$ cat config.mk
export PLATFORM = sky130hd
export DESIGN_NAME = hazard_fwd_unit
export DESIGN_NICKNAME = d
export VERILOG_FILES = /design/src/rtl/hazard_fwd_unit.sv
export SDC_FILE = /design/constraint.sdc
export NUM_CORES = 1
export LEC_CHECK = 0
export ABC_AREA = 1
export BUFFER_PORTS_ARGS = -buffer_cell sky130_fd_sc_hd__buf_2
export CAP_MARGIN = 20
export CORE_UTILIZATION = 45
export DETAILED_ROUTE_END_ITERATION = 10
export PLACE_DENSITY = 0.7
export SYNTH_ARGS = -nofsm -noshare
export SYNTH_HDL_FRONTEND = slang
export SYNTH_SLANG_ARGS = --single-unit
$ cat constraint.sdc
create_clock -name clk -period 2.5 [get_ports clk]
set_input_delay 0.25 -clock clk [delete_from_list [all_inputs] [get_ports clk]]
set_output_delay 0.25 -clock clk [all_outputs]
set_load 0.01 [all_outputs]
$ cat src/rtl/hazard_fwd_unit.sv
// hazard_fwd_unit: scoreboard-based load-use stall and operand forwarding for the ID stage
module hazard_fwd_unit #(
  parameter int REG_AW   = 5,
  parameter int DEPTH    = 3,
  parameter int LOAD_LAT = 1,
  parameter int SEL_W    = 2,
  parameter int CNT_W    = 16
) (
  input  logic              clk,
  input  logic              reset,
  input  logic              id_valid,
  input  logic [REG_AW-1:0] id_rs1,
  input  logic [REG_AW-1:0] id_rs2,
  input  logic              id_rs1_used,
  input  logic              id_rs2_used,
  input  logic [REG_AW-1:0] id_rd,
  input  logic              id_reg_wr,
  input  logic              id_is_load,
  input  logic              flush,
  output logic              stall,
  output logic [SEL_W-1:0]  fwd_a,
  output logic [SEL_W-1:0]  fwd_b,
  output logic [CNT_W-1:0]  stall_cnt
);
  logic [DEPTH:1]    v_q, v_d, wr_q, wr_d, ld_q, ld_d;
  logic [REG_AW-1:0] rd_q [1:DEPTH];
  logic [REG_AW-1:0] rd_d [1:DEPTH];
  logic [CNT_W-1:0]  stall_cnt_q, stall_cnt_d;
  logic [SEL_W-1:0]  ka, kb;
  logic              la, lb, ok_a, ok_b, haz_a, haz_b;
  always_comb begin
    ka = '0;
    kb = '0;
    la = 1'b0;
    lb = 1'b0;
    for (int k = DEPTH; k >= 1; k--) begin
      if (v_q[k] && wr_q[k] && rd_q[k] == id_rs1) begin
        ka = SEL_W'(k);
        la = ld_q[k];
      end
      if (v_q[k] && wr_q[k] && rd_q[k] == id_rs2) begin
        kb = SEL_W'(k);
        lb = ld_q[k];
      end
    end
    ok_a  = id_valid && id_rs1_used && id_rs1 != '0 && ka != '0;
    ok_b  = id_valid && id_rs2_used && id_rs2 != '0 && kb != '0;
    haz_a = ok_a && la && ka <= SEL_W'(LOAD_LAT);
    haz_b = ok_b && lb && kb <= SEL_W'(LOAD_LAT);
    stall = (haz_a || haz_b) && !flush;
    fwd_a = (ok_a && !stall && !flush) ? ka : '0;
    fwd_b = (ok_b && !stall && !flush) ? kb : '0;
  end
  always_comb begin
    v_d      = {v_q[DEPTH-1:1], id_valid && !stall && !flush};
    wr_d     = {wr_q[DEPTH-1:1], id_reg_wr};
    ld_d     = {ld_q[DEPTH-1:1], id_is_load};
    rd_d[1]  = id_rd;
    for (int k = 2; k <= DEPTH; k++) rd_d[k] = rd_q[k-1];
    stall_cnt_d = (stall && !(&stall_cnt_q)) ? stall_cnt_q + 1'b1 : stall_cnt_q;
  end
  always_ff @(posedge clk or posedge reset) begin
    if (reset) begin
      v_q         <= '0;
      wr_q        <= '0;
      ld_q        <= '0;
      stall_cnt_q <= '0;
      for (int k = 1; k <= DEPTH; k++) rd_q[k] <= '0;
    end else begin
      v_q         <= v_d;
      wr_q        <= wr_d;
      ld_q        <= ld_d;
      stall_cnt_q <= stall_cnt_d;
      for (int k = 1; k <= DEPTH; k++) rd_q[k] <= rd_d[k];
    end
  end
  assign stall_cnt = stall_cnt_q;
endmodule

==> results of run 1 <==
-- sequential cells by signal (all words and copies together) (netlist names) --
| signal | flops |
|---|---|
| rd_d | 10 |
| v_q | 3 |
| rd_q | 5 |
| ld_q | 1 |
| wr_q | 3 |
| stall_cnt | 16 |
-- metal layers --
metal  vias up  global-route usage
met5         -                   0
met3         7              0.0442
met2        45               0.333
met1       945               0.334
met4         0              0.0566
li1       1071                   -
-- worst reg2reg max path, cell delays in order (launching register included) --
cell     delay, ns
dfrtp_1       0.39
inv_1         0.07
nand2_1       0.05
nand3_1       0.08
nor2_1        0.16
nand4_1       0.14
nand2_2       0.37
nand3_4       0.28
nand2_1       0.12
nand2_1       0.06
-- through the flow --
step / hold slack [ns] / utilization / cells / setup WS (ns) / cell area, sq um
final: 0.0582 / 0.563 / 421 / 0.372 / 2690
after floorplan: 0.281 / - / 307 / 0.904 / 2270
after global placement: 0.355 / 0.533 / 413 / 0.655 / 2550
after detailed placement: 0.359 / 0.533 / 413 / 0.622 / 2550
after global routing: 0.0472 / 0.563 / 421 / 0.142 / 2690
after CTS: 0.0514 / 0.563 / 421 / 0.364 / 2690
-- power by group through the flow --
| stage | clock [mW] | combinational, mW | sequential (mW) |
|---|---|---|---|
| after floorplan | 0 | 0.0710 | 0.658 |
| after global placement | 0 | 0.117 | 0.662 |
| after detailed placement | 0 | 0.118 | 0.663 |
| after CTS | 0.658 | 0.119 | 0.651 |
| after global routing | 0.686 | 0.136 | 0.653 |
| final | 0.646 | 0.119 | 0.651 |
-- cells by family after synthesis --
logic type,after synthesis
flip-flops,38
adder cells (fa/ha/maj),1
buffers and inverters,47
XOR/XNOR,21
AO/OA/AOI/OAI,14
AND/OR/NAND/NOR,186
-- cell usage in the layout (no fill, tap or decap), drive strengths merged --
master	netlist	layout
bufinv	0	2
clkbuf	1	6
ha	1	1
nor3	8	8
nand2	95	95
xor2	16	16
inv	41	41
nand3b	1	1
buf	5	45
dfrtp	38	38
nand3	24	24
xnor2	5	5
o21ai	11	11
nand4	21	21
o22ai	1	1
a21boi	2	2
nor2	37	37
-- final cells by class --
type                       instances  area [sq um]  share of cell area
clock inverter                     2          60.1              0.0223
inverter                          41           154              0.0572
clock buffer                       6          82.6              0.0307
multi-input combinational        222          1130               0.420
tap                               67          83.8              0.0311
sequential                        38           951               0.353
timing repair buffer              45           230              0.0855
-- worst max-delay path by stage --
stage	end	slack (ns)	depth (start not counted)
2_1_floorplan	stall_cnt[2]$_DFFE_PP0P_	0.90	7
3_3_place_gp	fwd_b[0]	0.65	9
3_5_place_dp	stall_cnt[5]$_DFFE_PP0P_	0.62	10
4_1_cts	fwd_b[1]	0.36	6
5_1_grt	fwd_b[1]	0.14	10
6_report	fwd_b[1]	0.37	6
==> results.py, run 1 <==
metrics = {
    "status": {
        "status": "complete, no violations",
    },
    "route": {
        "drcViolationCount": 0,
        "drtPass1Iterations": 4,
        "dr_wl_met3_um": 215,
        "drtIter0Drc": 164,
        "num_vias": 2068,
        "top_layer": "met4",
        "viasPerCell": 4.91,
        "wl_per_cell_um": 12.9,
        "m1WireLength_um": 2790,
        "wirelength_um": 5410,
        "ant_nets": 0,
        "wl_met2_um": 2360,
    },
    "yosys": {
        "syn_area_sq_um": 2270,
        "async_flop_share": 1.00,
        "synthTopCellsByCount": "94 x nand2_1, 38 x dfrtp_1, 38 x inv_1",
        "synth_top_family_by_area": "simple AND/OR/NAND/NOR gates",
        "synth_area_leader_cell": "dfrtp_1",
        "synth_top_cell_area_share": 0.418,
        "syn_nets": 331,
        "ys_seq_area_frac": 0.418,
        "ys_ff_latch": 38,
        "synthMuxAreaShare": 0,
        "yosys.area_share.simple": 0.377,
        "syn-mean-instance-area_sq_um": 7.41,
        "yosysUniqueCellTypes": 27,
        "synth_edf_count": 0,
        "synth_compound_area_frac": 0.0336,
        "synth_xor_area_frac": 0.0809,
        "synth_most_common_cell": "nand2_1",
        "syn_inst": 307,
        "synth_area_leaders": "dfrtp_1 42%, nand2_1 16%, inv_1 6.3%",
        "synth_flop_cell": "dfrtp_1",
        "yosysWarnings": 0,
        "synth_fa_ha_area_frac": 0.00550,
    },
    "worst_setup_path": {
        "cp-start-kind": "register",
        "crit_path_start": "rd_d[8]$_DFF_PP0_",
        "worstSetupPathType": "reg -> out",
        "reg2reg_to": "stall_cnt[5]$_DFFE_PP0P_",
        "worstPathRequired_ns": 2.25,
        "path_delay_family": "simple AND/OR/NAND/NOR gates",
        "cp-end-kind": "output pin",
        "worstPathMaxFanout": 23,
        "critPathSlowestCell": "dfrtp_1",
        "arrival_ns": 1.88,
        "crit_chain": "o21ai_0 -> nor2_1 -> nand4_1 -> nand2_2 -> nor3_1 -> buf_2",
        "cp_num_buf_inv": 1,
        "timing.rr.start": "rd_d[5]$_DFF_PP0_",
        "reg2reg_slack_ns": 0.65,
        "reg2regPathDepth": 9,
        "slowest_delay_ns": 0.42,
    },
    "cts": {
        "hold_buffers": 0,
        "clk_pin_slew_worst_paths_ns": 0.08,
        "cts_tree": "yes",
        "clk_path_buf_depth": 2,
        "post-cts-setup-buffers": 0,
        "cts_resized": 0,
        "cts_sinks": 38,
        "clk-insertion-delay-late_ns": 0.29,
        "cts_buffers": 5,
        "htreeDepth": 2,
        "cts_root_buf": "clkbuf_8",
    },
    "sta": {
        "relSlewSlack": 0.677,
        "fin_setup_tns_ns": 0,
        "fmax_mhz": 470,
        "final.period_utilization": 0.851,
        "rsz0062_at_grt": "false",
        "drv_slew": 0,
        "finClkSkew_ns": 0.00921,
        "fin_crit_ns": 2.13,
        "hold_viol": 0,
        "tightest_slew_ns": 0.484,
        "setup_viol": 0,
    },
    "pwr": {
        "swShare": 0.221,
        "ir_drop_uv": 332,
        "power_mw": 1.41,
        "leakage_nw": 1.49,
        "power_frac_comb": 0.084,
        "power_density_nw_per_um2": 525,
        "switchingPower_mw": 0.313,
        "power.internal_mw": 1.10,
        "pwr-share-seq": 0.460,
        "pwr-share-clk": 0.456,
    },
    "place": {
        "gp_congestion": 0.919,
        "portBuffers": 43,
        "hpwl_um": 4020,
    },
    "layout": {
        "fin_nets": 377,
        "num_antenna_cells": 0,
        "fillCellCount": 481,
        "drive_gt1_frac": 0.181,
        "area_growth_pct": 18.4,
    },
    "floorplanning": {
        "die_h_um": 73.1,
        "die_area_sq_um": 5340,
        "die_w_um": 73.1,
        "initial_core_util": 0.475,
        "core_sq_um": 4790,
        "rows": 25,
        "io-pin-count": 44,
    },
    "grt": {
        "grt_max_degree": 39,
        "grt_pass1_wl_um": 9120,
        "grt_pass1_vias": 1932,
        "track_usage": 0.225,
        "overflow": 0,
        "antenna_found_initial": 0,
    },
    "min_path": {
        "min_path_type": "in -> async",
    },
    "job": {
        "max_cap_violations": 0,
    },
}
Note: power is estimated with default switching activity, not from simulation.
==> inputs of run 2 (changes only) <==
--- a/config.mk
+++ b/config.mk
@@ -8,6 +8,7 @@
 export ABC_AREA = 1
 export BUFFER_PORTS_ARGS = -buffer_cell sky130_fd_sc_hd__buf_2
 export CAP_MARGIN = 20
+export CORE_MARGIN = 2
 export CORE_UTILIZATION = 45
 export DETAILED_ROUTE_END_ITERATION = 10
 export PLACE_DENSITY = 0.7
==> run 2 against run 1 <==
  * Die area increased by 5.5%
  * Critical endpoint is now fwd_b[0]
  * Highest routed layer unchanged
  * Via count increased by 0.63%
  * Utilization decreased by 0.10 points
==> results.py, run 2 (same netlist as run 1, synthesis figures left out) <==
metrics = {
    "status": {
        "status": "complete, no violations",
    },
    "place": {
        "portBuffers": 43,
        "postPlaceCellArea_sq_um": 2550,
        "dp.cells": 413,
        "hpwl_um": 4140,
        "gp_congestion": 0.918,
    },
    "sta": {
        "setup_viol": 0,
        "finClkSkew_ns": 0.00803,
        "fin_setup_tns_ns": 0,
        "whs_ns": 0.0541,
        "hold_viol": 0,
        "fmax_mhz": 460,
        "fin_crit_ns": 2.17,
        "relSlewSlack": 0.672,
        "final.period_utilization": 0.869,
        "rsz0062_at_grt": "false",
        "tightest_slew_ns": 0.493,
        "drv_slew": 0,
    },
    "pwr": {
        "pwr-share-seq": 0.462,
        "pwr-share-clk": 0.454,
        "power_frac_comb": 0.084,
        "swShare": 0.236,
        "power_density_nw_per_um2": 524,
        "leakage_nw": 1.48,
        "ir_drop_uv": 372,
        "switchingPower_mw": 0.332,
        "power.internal_mw": 1.08,
    },
    "layout": {
        "drive_gt1_frac": 0.181,
        "layout_common_cells": "94 x nand2_1, 43 x buf_2, 38 x inv_1, 38 x dfrtp_1, 36 x nor2_1",
        "area_growth_pct": 18.2,
        "fin_cells": 421,
        "fin_nets": 377,
        "final_area_sq_um": 2690,
        "num_antenna_cells": 0,
        "largest_register_ffs": 16,
        "layout_commonest_cell": "nand2_1",
    },
    "worst_setup_path": {
        "worstPathRequired_ns": 2.25,
        "slowest_delay_ns": 0.43,
        "cp-start-kind": "register",
        "critPathSlowestCell": "dfrtp_1",
        "arrival_ns": 1.92,
        "worstPathMaxFanout": 23,
        "worstSetupPathType": "reg -> out",
        "crit_chain": "o21ai_0 -> nor2_1 -> nand4_1 -> nand2_2 -> nor3_1 -> buf_2",
        "cp-end-kind": "output pin",
    },
    "route": {
        "wirelength_um": 5480,
        "viasPerCell": 4.94,
        "wl_per_cell_um": 13.0,
        "drcViolationCount": 0,
        "drtPass1Iterations": 4,
        "num_vias": 2081,
        "ant_nets": 0,
        "drtIter0Drc": 164,
    },
    "floorplanning": {
        "die_area_sq_um": 5640,
        "io-pin-count": 44,
        "rows": 25,
        "die_w_um": 75.1,
        "initial_core_util": 0.475,
        "core_sq_um": 4790,
        "die_h_um": 75.1,
    },
    "cts": {
        "clk_path_buf_depth": 2,
        "cts_tree": "yes",
        "cts_root_buf": "clkbuf_8",
        "clk-insertion-delay-late_ns": 0.30,
        "clk_pin_slew_worst_paths_ns": 0.08,
        "htreeDepth": 2,
        "cts_sinks": 38,
        "cts_buffers": 5,
        "hold_buffers": 0,
        "post-cts-setup-buffers": 0,
        "cts_resized": 0,
    },
    "grt": {
        "antenna_found_initial": 0,
        "grt_max_degree": 39,
        "track_usage": 0.212,
        "grt_pass1_vias": 1876,
        "grt_pass1_wl_um": 8910,
        "overflow": 0,
    },
    "min_path": {
        "min_path_type": "in -> reg",
    },
    "job": {
        "max_cap_violations": 0,
    },
}
-- run 2: cell types whose count changed in the layout (fill, tap and decap cells not counted), sizes merged --
cell    previous run  this run
clkbuf             6         5
clkinv             0         1
-- run 2: path summary, 6_finish.rpt --
check	startpoint	endpoint	slack, ns	cells past startpoint
setup / recovery	rd_d[8]$_DFF_PP0_	fwd_b[0]	0.33	6
hold / removal	id_rd[0]	rd_d[5]$_DFF_PP0_	0.05	1
setup reg to reg	stall_cnt[0]$_DFFE_PP0P_	stall_cnt[5]$_DFFE_PP0P_	0.60	7
hold reg to reg	v_q[2]$_DFF_PP0_	v_q[3]$_DFF_PP0_	0.37	0
max in group asynchronous	reset	stall_cnt[8]$_DFFE_PP0P_	2.10	3
min in group asynchronous	reset	rd_q[1]$_DFF_PP0_	0.06	3
-- run 2: layout make-up --
type,count,area [sq um]
Clock buffer,5,68.8
Clock inverter,3,68.8
Fill cell,477,2100
Inverter,41,154
Multi-Input combinational cell,222,1130
Sequential cell,38,951
Tap cell,67,83.8
Timing Repair Buffer,45,230
-- run 2: critical path, delay by kind of cell, from the launching register on --
kind	cells	cell delay, ns
compound gates	1	0.21
flops	1	0.43
simple gates	4	0.81
buf+inv	1	0.18
-- run 2: power groups by stage --
stage               Sequential (mW)  Clock, mW  Combinational, mW
finish                        0.651      0.639              0.119
global route                  0.653      0.676              0.137
CTS                           0.650      0.653              0.119
detailed placement            0.662          0              0.119
global placement              0.662          0              0.117
floorplan                     0.658          0             0.0710
-- run 2: through the flow --
stage | setup WS, ns | power [mW] | util
5_1_grt | 0.172 | 1.47 | 0.562
3_5_place_dp | 0.613 | 0.782 | 0.533
3_3_place_gp | 0.646 | 0.779 | 0.533
2_1_floorplan | 0.904 | 0.729 | -
4_1_cts | 0.315 | 1.42 | 0.562
6_report | 0.328 | 1.41 | 0.562
-- run 2: per-layer routing --
layer  wire, um  share of wire  GRT usage
met4         42         0.0077     0.0635
met5          0              0          0
met3        271          0.049     0.0428
met2       2370           0.43      0.298
met1       2800           0.51      0.329
